[config.mk]
export PLATFORM = sky130hd
export DESIGN_NAME = cpu_fetch_unit
export DESIGN_NICKNAME = d
export VERILOG_FILES = /design/src/rtl/cpu_fetch_unit.sv
export SDC_FILE = /design/constraint.sdc
export NUM_CORES = 1
export LEC_CHECK = 0
export ABC_CLOCK_PERIOD_IN_PS = 1800
export BUFFER_PORTS_ARGS = -buffer_cell sky130_fd_sc_hd__buf_2
export CORE_MARGIN = 2
export CORE_UTILIZATION = 31
export DETAILED_ROUTE_END_ITERATION = 12
export PLACE_DENSITY = 0.6
export SLEW_MARGIN = 25
export SYNTH_ARGS = -nofsm -noshare
export SYNTH_HDL_FRONTEND = slang
export SYNTH_SLANG_ARGS = --single-unit
[constraint.sdc]
create_clock -name clk -period 1.8 [get_ports clk]
set_input_delay 0.09 -clock clk [delete_from_list [all_inputs] [get_ports clk]]
set_output_delay 0.09 -clock clk [all_outputs]
set_load 0.005 [all_outputs]
[src/rtl/cpu_fetch_unit.sv]
// Instruction fetch stage: owns the PC, reads the synchronous RAM and presents
// one instruction at a time over a valid/ready handshake. Optional FETCH_CNT_EN adds fetch_count.
module cpu_fetch_unit (
    input  logic        clk,
    input  logic        rst,
    input  logic [7:0]  start_pc,
    output logic [7:0]  mem_addr,
    output logic        mem_rd,
    input  logic [15:0] mem_rdata,
    output logic [15:0] instr,
    output logic        instr_valid,
    input  logic        instr_ready,
    output logic [7:0]  pc_out,
    input  logic        redirect,
    input  logic [7:0]  redirect_pc,
    input  logic        halt,
    output logic        halted,
`ifdef FETCH_CNT_EN
    output logic [15:0] fetch_count,
`endif
    output logic [1:0]  fsm_state
);

    // Handshake: a transfer happens on every rising edge where instr_valid and
    // instr_ready are both high; instr/pc_out hold steady while valid waits.
    typedef enum logic [1:0] {
        S_FETCH  = 2'd0,
        S_WAIT   = 2'd1,
        S_HOLD   = 2'd2,
        S_HALTED = 2'd3
    } state_t;

    state_t     state;
    state_t     state_next;
    logic [7:0] pc;
    logic       handshake;

    assign handshake = instr_valid && instr_ready;

    always_ff @(posedge clk) begin
        if (rst) begin
            state <= S_FETCH;
        end else begin
            state <= state_next;
        end
    end

    // halt outranks redirect; neither can leave HALTED, only rst can.
    always_comb begin
        state_next = state;
        if (state != S_HALTED) begin
            if (halt) begin
                state_next = S_HALTED;
            end else if (redirect) begin
                state_next = S_FETCH;
            end else begin
                case (state)
                    S_FETCH: state_next = S_WAIT;
                    S_WAIT:  state_next = S_HOLD;
                    S_HOLD:  state_next = instr_ready ? S_FETCH : S_HOLD;
                    default: state_next = state;
                endcase
            end
        end
    end

    always_comb begin
        mem_rd    = (state == S_FETCH) && !rst;
        mem_addr  = pc;
        halted    = (state == S_HALTED);
        fsm_state = state;
    end

    // A redirect during WAIT drops the returning RAM word: instr is only loaded
    // when WAIT completes undisturbed.
    always_ff @(posedge clk) begin
        if (rst) begin
            pc          <= start_pc;
            instr       <= 16'h0000;
            pc_out      <= 8'h00;
            instr_valid <= 1'b0;
        end else if (state != S_HALTED) begin
            if (halt) begin
                instr_valid <= 1'b0;
            end else if (redirect) begin
                pc          <= redirect_pc;
                instr_valid <= 1'b0;
            end else begin
                case (state)
                    S_WAIT: begin
                        instr       <= mem_rdata;
                        pc_out      <= pc;
                        pc          <= pc + 8'd1;
                        instr_valid <= 1'b1;
                    end
                    S_HOLD: begin
                        if (instr_ready) begin
                            instr_valid <= 1'b0;
                        end
                    end
                    default: begin
                    end
                endcase
            end
        end
    end

`ifdef FETCH_CNT_EN
    // instr_valid is never high in HALTED, so the counter freezes there.
    always_ff @(posedge clk) begin
        if (rst) begin
            fetch_count <= 16'h0000;
        end else if (handshake) begin
            fetch_count <= fetch_count + 16'd1;
        end
    end
`else
    logic unused_handshake;
    assign unused_handshake = handshake;
`endif

endmodule
== Word-level counts from Yosys, hierarchy flattened ==
Index checks and enable logic that the tools add are counted.
Storage, ports and cells
  flip-flop bits (word level): 35
  input bits: 37
  logic and storage cells: 38
Cells by class
  $add $sub $neg: 1
  equal/unequal tests: 6
  mux-type cells: 13
  bitwise operators: 2
  reduce and logical (&&, ||, !) cells: 11
Operators by type and width (number)
  8-bit 2-to-1 mux: 5
  8-bit by 1-bit adder with 8-bit output, second input constant: 1
  2-bit 2-to-1 mux: 3
  2-bit one-hot mux with 3 select lines: 1
  3-bit AND reduction: 2
  5-bit nonzero test: 1
  2-bit equality test, second input constant: 2
  2-bit inequality test, second input constant: 2
  4-bit inequality test, second input constant: 1
  4-bit AND reduction: 1
  4-bit nonzero test: 1
  1-bit 2-to-1 mux: 3
  3-bit nonzero test: 1
  2-bit by 1-bit equality test with 1-bit output, second input constant: 1
  2-bit logical NOT: 1
  1-bit inverter: 2
  1-bit one-hot mux with 2 select lines: 1
  2-bit AND reduction: 1
  2-bit nonzero test: 1
  1-bit logical AND: 1
  1-bit logical NOT: 1

== Longest topological paths before layout ==
Gate-level depths: netlist (run 1).
  depth after elaboration: 6
  gate-level depth with buffers: 7
  depth with buffers taken out: 6

== Least setup slack after synthesis (run 1) ==
No wires, ideal clock.
  path kind: register -> register
  start point: reg state[0] (netlist: fsm_state[0])
  end point: reg instr_valid
  arrival: 1382 ps
  path slack: 348 ps
  stages on the path, launching flop included: 6
  buffers on the path: 0
  clock period less this slack: 1452 ps
  path through: dfxtp_1 -> inv_1 -> ha_1 -> a21boi_1 -> or4b_1 -> a21oi_1
Between the ends
  cells in the longest elaborated chain, start to end: 4
  elaborated cells between the ends (all ways): 9
  classes of those cells: eq/ne: 4; mux: 3; reduce/logical: 2
Ends and longest elaborated chain
  start: declaration: RTL line 33  | state_t state;
  start signal: assignment: RTL line 44  | state <= state_next;
  2-bit equality test / 2-bit by 1-bit equality test with 1-bit output (equally long branches): RTL line 89  | case (state)
  1-bit one-hot mux with 2 select lines: RTL line 89
  1-bit 2-to-1 mux: RTL line 85  | end else if (redirect) begin
  1-bit 2-to-1 mux: RTL line 83  | if (halt) begin
  end signal: assignment: RTL line 84  | instr_valid <= 1'b0;
  end signal: assignment: RTL line 87  | instr_valid <= 1'b0;
  end signal: assignment: RTL line 94  | instr_valid <= 1'b1;
  end: declaration: RTL line 11  | output logic instr_valid,
Several ways; a longest one is shown, not always the timed one.
A chain may end at the register's enable or synchronous reset.

== Worst setup path after layout (run 1) ==
Same ends and word-level chain as after synthesis.

==> flow_summary.ini, run 1 <==
[run_status]
status = completed

[clock_network]
clkTransAtPathRegs_ns = 0.08
cts_setup_buffers = 0
clk_path_buf_depth = 2
clk_latency_ns = 0.29
cts_tree = done
cts_made_buffers = 5
h-tree-depth = 2
cts-root-buf = clkbuf_8
cts_repair_resize_count = 0
clock-sinks = 35
hold_buffers = 0

[route]
drt-wirelength-per-cell_um = 11.9
drc_errors = 0
dr_total_vias = 1445
dr.pass1.iters = 4
postRouteAntennaNets = 0
wirelength_um = 3860
drt_iter0_drc = 61
via_per_inst = 4.45

[run]
drv_cap = 0

[setup_path]
max_stage_delay_ns = 0.46
cp.depth = 5
crit_family = simple AND/OR/NAND/NOR gates
path_cells = inv_1 > ha_1 > a21boi_1 > or4b_1 > a21oi_1
start_kind = flop
reg2reg_from = fsm_state[0]
worstPathArrival_ns = 1.76
critPathKind = reg -> reg
reg2reg_depth = 5
reg2reg_to = instr_valid
worstSetupEndpointType = flop
crit_path_top_delay_cell = or4b_1
cp_max_fo = 4
r2r_slack_ns = 0.26
required_ns = 2.02
crit_buf_inv = 1

[grt]
grt_max_degree = 27
overflow = 0
track_usage_pct = 13.7
grt_pass1_vias = 1196
antenna_found_initial = 0
grt_pass1_wl_um = 5770

[sta]
final_max_slew_viol_count = 0
relSlewSlack_pct = 71.0
tns_ns = 0
finalHoldViolCount = 0
tightest_slew_ns = 0.435
max_freq_mhz = 648
setup_viol = 0
min_period_ns = 1.54
rsz0062_at_grt = no
finalClockSkew_ns = 0.00638
fin_ws_ns = 0.257
period_share_pct = 85.7

[worst_hold_path]
whs_path_depth = 3
hp-start = mem_rdata[6]
hold_class = in -> reg
holdPathEnd = instr[6]

[floorplanning]
die_x_um = 74.9
io-pin-count = 74
std_cell_rows = 25
core_sq_um = 4790
initial_core_util_pct = 32.6
die_h_um = 74.9
die_area_sq_um = 5610

[power]
irDropWorstVdd_mv = 0.305
p_per_area_nw_per_um2 = 877
power.leakage_uw = 0.000939

[placed_design]
place_hpwl_um = 2750
gp_congestion = 0.755
dpl.cell_count = 317
portBuffers = 73
place_ws_ns = 0.267
placed_cell_area_sq_um = 1980

[layout]
insertedDiodeCount = 0
final_core_util_pct = 43.8
layout-drive-gt1-share_pct = 33.3
syn2layout_area_growth_pct = 34.5
final_cells = 325
final_area_sq_um = 2100
fin_nets = 299

[synthesis]
yosysSeqAreaShare_pct = 50.1
syn_nets = 227
synth_seq_cells = 35
avgSynthCellArea_sq_um = 8.43
synth.distinct_cells = 27
ys_warn_count = 0
synthCells = 185
syn_area_sq_um = 1560
-- worst register-to-register path: cells and delay by family, from the launching register on --
kind                     cells  cell delay, ns
flip-flops                   1            0.38
AND/OR/NAND/NOR              1            0.46
adder cells (fa/ha/maj)      1            0.32
AO/OA/AOI/OAI                2            0.22
buffers and inverters        1            0.09
-- routing by layer --
| layer | part of all wire [%] | up-vias | track usage, % |
|---|---|---|---|
| met3 | 5.3 | 6 | 4.28 |
| met2 | 47 | 36 | 22.6 |
| li1 | - | 762 | - |
| met4 | 1.5 | 0 | 4.76 |
| met5 | 0 | - | 0 |
| met1 | 46 | 641 | 17.0 |
-- cell families (layout without fill, tap and decap cells) --
family          Yosys count  count (layout)  synth area share, %
flops                    35              35                 50.1
simple gates             80              80                 21.9
compound gates           43              43                 15.1
xor+xnor                  5               5                 2.81
mux                       4               4                 2.65
fa+ha+maj                 5               5                 4.01
buf+inv                  13              86                 3.45
-- worst max-delay path by stage --
stage                  end    startpoint  slack [ns]
2_1_floorplan  instr_valid  fsm_state[0]        0.35
3_3_place_gp   mem_addr[4]  fsm_state[0]        0.29
3_5_place_dp   mem_addr[4]  fsm_state[0]        0.27
4_1_cts        instr_valid  fsm_state[0]        0.25
5_1_grt        mem_addr[6]  fsm_state[0]        0.10
6_report       instr_valid  fsm_state[0]        0.26
-- final cells by class --
cell class / instances / area [sq um]
Inverter: 2 / 7.51
Clock inverter: 3 / 43.8
Multi-Input combinational cell: 137 / 724
Timing Repair Buffer: 76 / 388
Clock buffer: 5 / 68.8
Fill cell: 519 / 2690
Tap cell: 67 / 83.8
Sequential cell: 35 / 781
-- cells in the mapped netlist --
cell      instances  share of area, %
a21boi_1          1              0.48
a21oi_1          28               9.0
a221oi_1          2               1.1
and2_1            1              0.40
and3_1            3               1.2
buf_2             4               1.3
clkbuf_1          7               1.7
dfxtp_1          27                35
edfxtp_1          8                15
ha_1              5               4.0
inv_1             2              0.48
mux2_2            1              0.72
mux2i_1           3               1.9
nand2_1          58                14
nand2b_1          4               1.6
nand3_1           4               1.3
nand3b_1          1              0.48
nor2_1            5               1.2
nor2b_1           1              0.40
nor3_1            1              0.32
o21a_1            1              0.48
o21ai_0           8               2.6
o31ai_1           3               1.4
or2_2             1              0.40
or4b_1            1              0.64
xnor2_1           4               2.2
xor2_1            1              0.56
-- through the flow --
| step | total power [uW] | hold WS [ns] |
|---|---|---|
| global route | 1950 | 0.0151 |
| floorplan | 1040 | 0.226 |
| finish | 1840 | 0.0302 |
| global placement | 1160 | 0.330 |
| detailed placement | 1160 | 0.336 |
| CTS | 1870 | 0.0216 |
-- registers in the layout, indices dropped and copies added (netlist names) --
signal,cells
instr,16
instr_valid,1
fsm_state,2
pc_out,8
mem_addr,8
-- report_power, final --
group | switching [uW] | internal, uW | total [uW]
clock | 293 | 412 | 705
combinational | 121 | 120 | 240
sequential | 42.6 | 850 | 893
-- placed cells by master (no fill, tap or decap), types with 4 or more instances in the layout --
| cell | netlist | routed |
|---|---|---|
| buf_2 | 4 | 73 |
| nand2_1 | 58 | 58 |
| a21oi_1 | 28 | 28 |
| dfxtp_1 | 27 | 27 |
| o21ai_0 | 8 | 8 |
| edfxtp_1 | 8 | 8 |
| nor2_1 | 5 | 5 |
| ha_1 | 5 | 5 |
| clkbuf_8 | 0 | 5 |
| nand3_1 | 4 | 4 |
| nand2b_1 | 4 | 4 |
| xnor2_1 | 4 | 4 |
Power figures use the tool's default switching activity.
==> run 2, diff against run 1 <==
HOLD_SLACK_MARGIN = 0.12   (was default)
==> flow_summary.ini, run 2 (synthesis gave the netlist of run 1 again) <==
[run_status]
status = completed

[clock_network]
clk_path_buf_depth = 2
cts_tree = done
clk_latency_ns = 0.29
cts_repair_resize_count = 0
clock-sinks = 35
clkTransAtPathRegs_ns = 0.07
hold_buffers = 24
cts-root-buf = clkbuf_8
h-tree-depth = 2
cts_setup_buffers = 0
cts_made_buffers = 5

[sta]
tns_ns = 0
final_max_slew_viol_count = 0
max_freq_mhz = 648
period_share_pct = 85.7
finalHoldViolCount = 0
finalClockSkew_ns = 0.00517
min_period_ns = 1.54
setup_viol = 0
hold_slack_ns = 0.179
tightest_slew_ns = 0.436
relSlewSlack_pct = 71.0
rsz0062_at_grt = no

[setup_path]
worstPathArrival_ns = 1.76
critPathKind = reg -> reg
reg2reg_depth = 5
reg2reg_from = fsm_state[0]
reg2reg_to = instr_valid
r2r_slack_ns = 0.26
crit_path_top_delay_cell = or4b_1
worstSetupEndpointType = flop
start_kind = flop
max_stage_delay_ns = 0.46
path_cells = inv_1 > ha_1 > a21boi_1 > or4b_1 > a21oi_1
required_ns = 2.02
cp_max_fo = 4

[placed_design]
portBuffers = 73
gp_congestion = 0.755
dpl.cell_count = 317
place_hpwl_um = 2750

[run]
drv_cap = 0

[power]
p_per_area_nw_per_um2 = 806
irDropWorstVdd_mv = 0.309
power.leakage_uw = 0.00104

[layout]
seqCellArea_sq_um = 781
n_fill_cell = 506
multi_input_comb_area_sq_um = 724
largest_register = instr
layout_common_cells = buf_2 (73), nand2_1 (58), a21oi_1 (28), dfxtp_1 (27), dlygate4sd3_1 (24)
syn2layout_area_growth_pct = 49.9
final_cells = 349
fin_nets = 323
largest_reg_flops = 16
insertedDiodeCount = 0
final_common_cell = buf_2
layout-drive-gt1-share_pct = 30.5

[route]
drt-wirelength-per-cell_um = 11.8
dr_total_vias = 1537
drc_errors = 0
postRouteAntennaNets = 0
drt_iter0_drc = 62
wirelength_um = 4110
via_per_inst = 4.40
dr.pass1.iters = 4

[grt]
grt_max_degree = 27
grt_pass1_vias = 1312
track_usage_pct = 14.6
antenna_found_initial = 0
overflow = 0
grt_pass1_wl_um = 6150

[worst_hold_path]
hold_class = in -> reg
hp-start = redirect_pc[2]
holdPathEnd = mem_addr[2]
whs_path_depth = 3

[floorplanning]
initial_core_util_pct = 32.6
die_h_um = 74.9
io-pin-count = 74
die_area_sq_um = 5610
std_cell_rows = 25
die_x_um = 74.9
core_sq_um = 4790
[run 2: critical path, delay by kind of cell, from the launching register on]
kind                       cells  cell delay (ns)
buffers and inverters          1             0.09
AOI/OAI and AO/OA              2             0.22
adders and majority gates      1             0.32
DFF                            1             0.38
and+or+nand+nor                1             0.46
[run 2: metrics by stage]
stage | instance area, sq um | total power (uW) | setup WS [ns] | utilization (%)
floorplan | 1560 | 1040 | 0.348 | -
global placement | 1980 | 1160 | 0.295 | 41.5
detailed placement | 1980 | 1160 | 0.267 | 41.5
CTS | 2340 | 1910 | 0.250 | 48.8
global route | 2340 | 1990 | 0.104 | 48.8
finish | 2340 | 1880 | 0.257 | 48.8
[run 2: worst max-delay path by stage]
stage	startpoint	endpoint	slack [ns]	cells past startpoint
2_1_floorplan	fsm_state[0]	instr_valid	0.35	5
3_3_place_gp	fsm_state[0]	mem_addr[4]	0.29	4
3_5_place_dp	fsm_state[0]	mem_addr[4]	0.27	4
4_1_cts	fsm_state[0]	instr_valid	0.25	5
5_1_grt	fsm_state[0]	mem_addr[6]	0.10	4
6_report	fsm_state[0]	instr_valid	0.26	5
[run 2: layout make-up]
type | count | share of cell area (%)
inverters | 2 | 0.321
clock buffers | 5 | 2.94
flip-flops and latches | 35 | 33.4
clock inverters | 3 | 1.87
repair buffers | 100 | 26.9
well taps | 67 | 3.59
multi-input cells | 137 | 31.0
[run 2: power by group]
group / switching [uW] / internal, uW / total (uW)
logic: 128 / 153 / 282
clock network: 296 / 412 / 709
registers: 43.0 / 850 / 893
[run 2: routing by layer]
layer | up-vias | GRT usage, % | wire (um)
li1 | 810 | - | -
met1 | 683 | 17.4 | 1870
met2 | 36 | 24.7 | 1970
met3 | 8 | 4.55 | 204
met4 | 0 | 5.16 | 73
met5 | - | 0 | 0
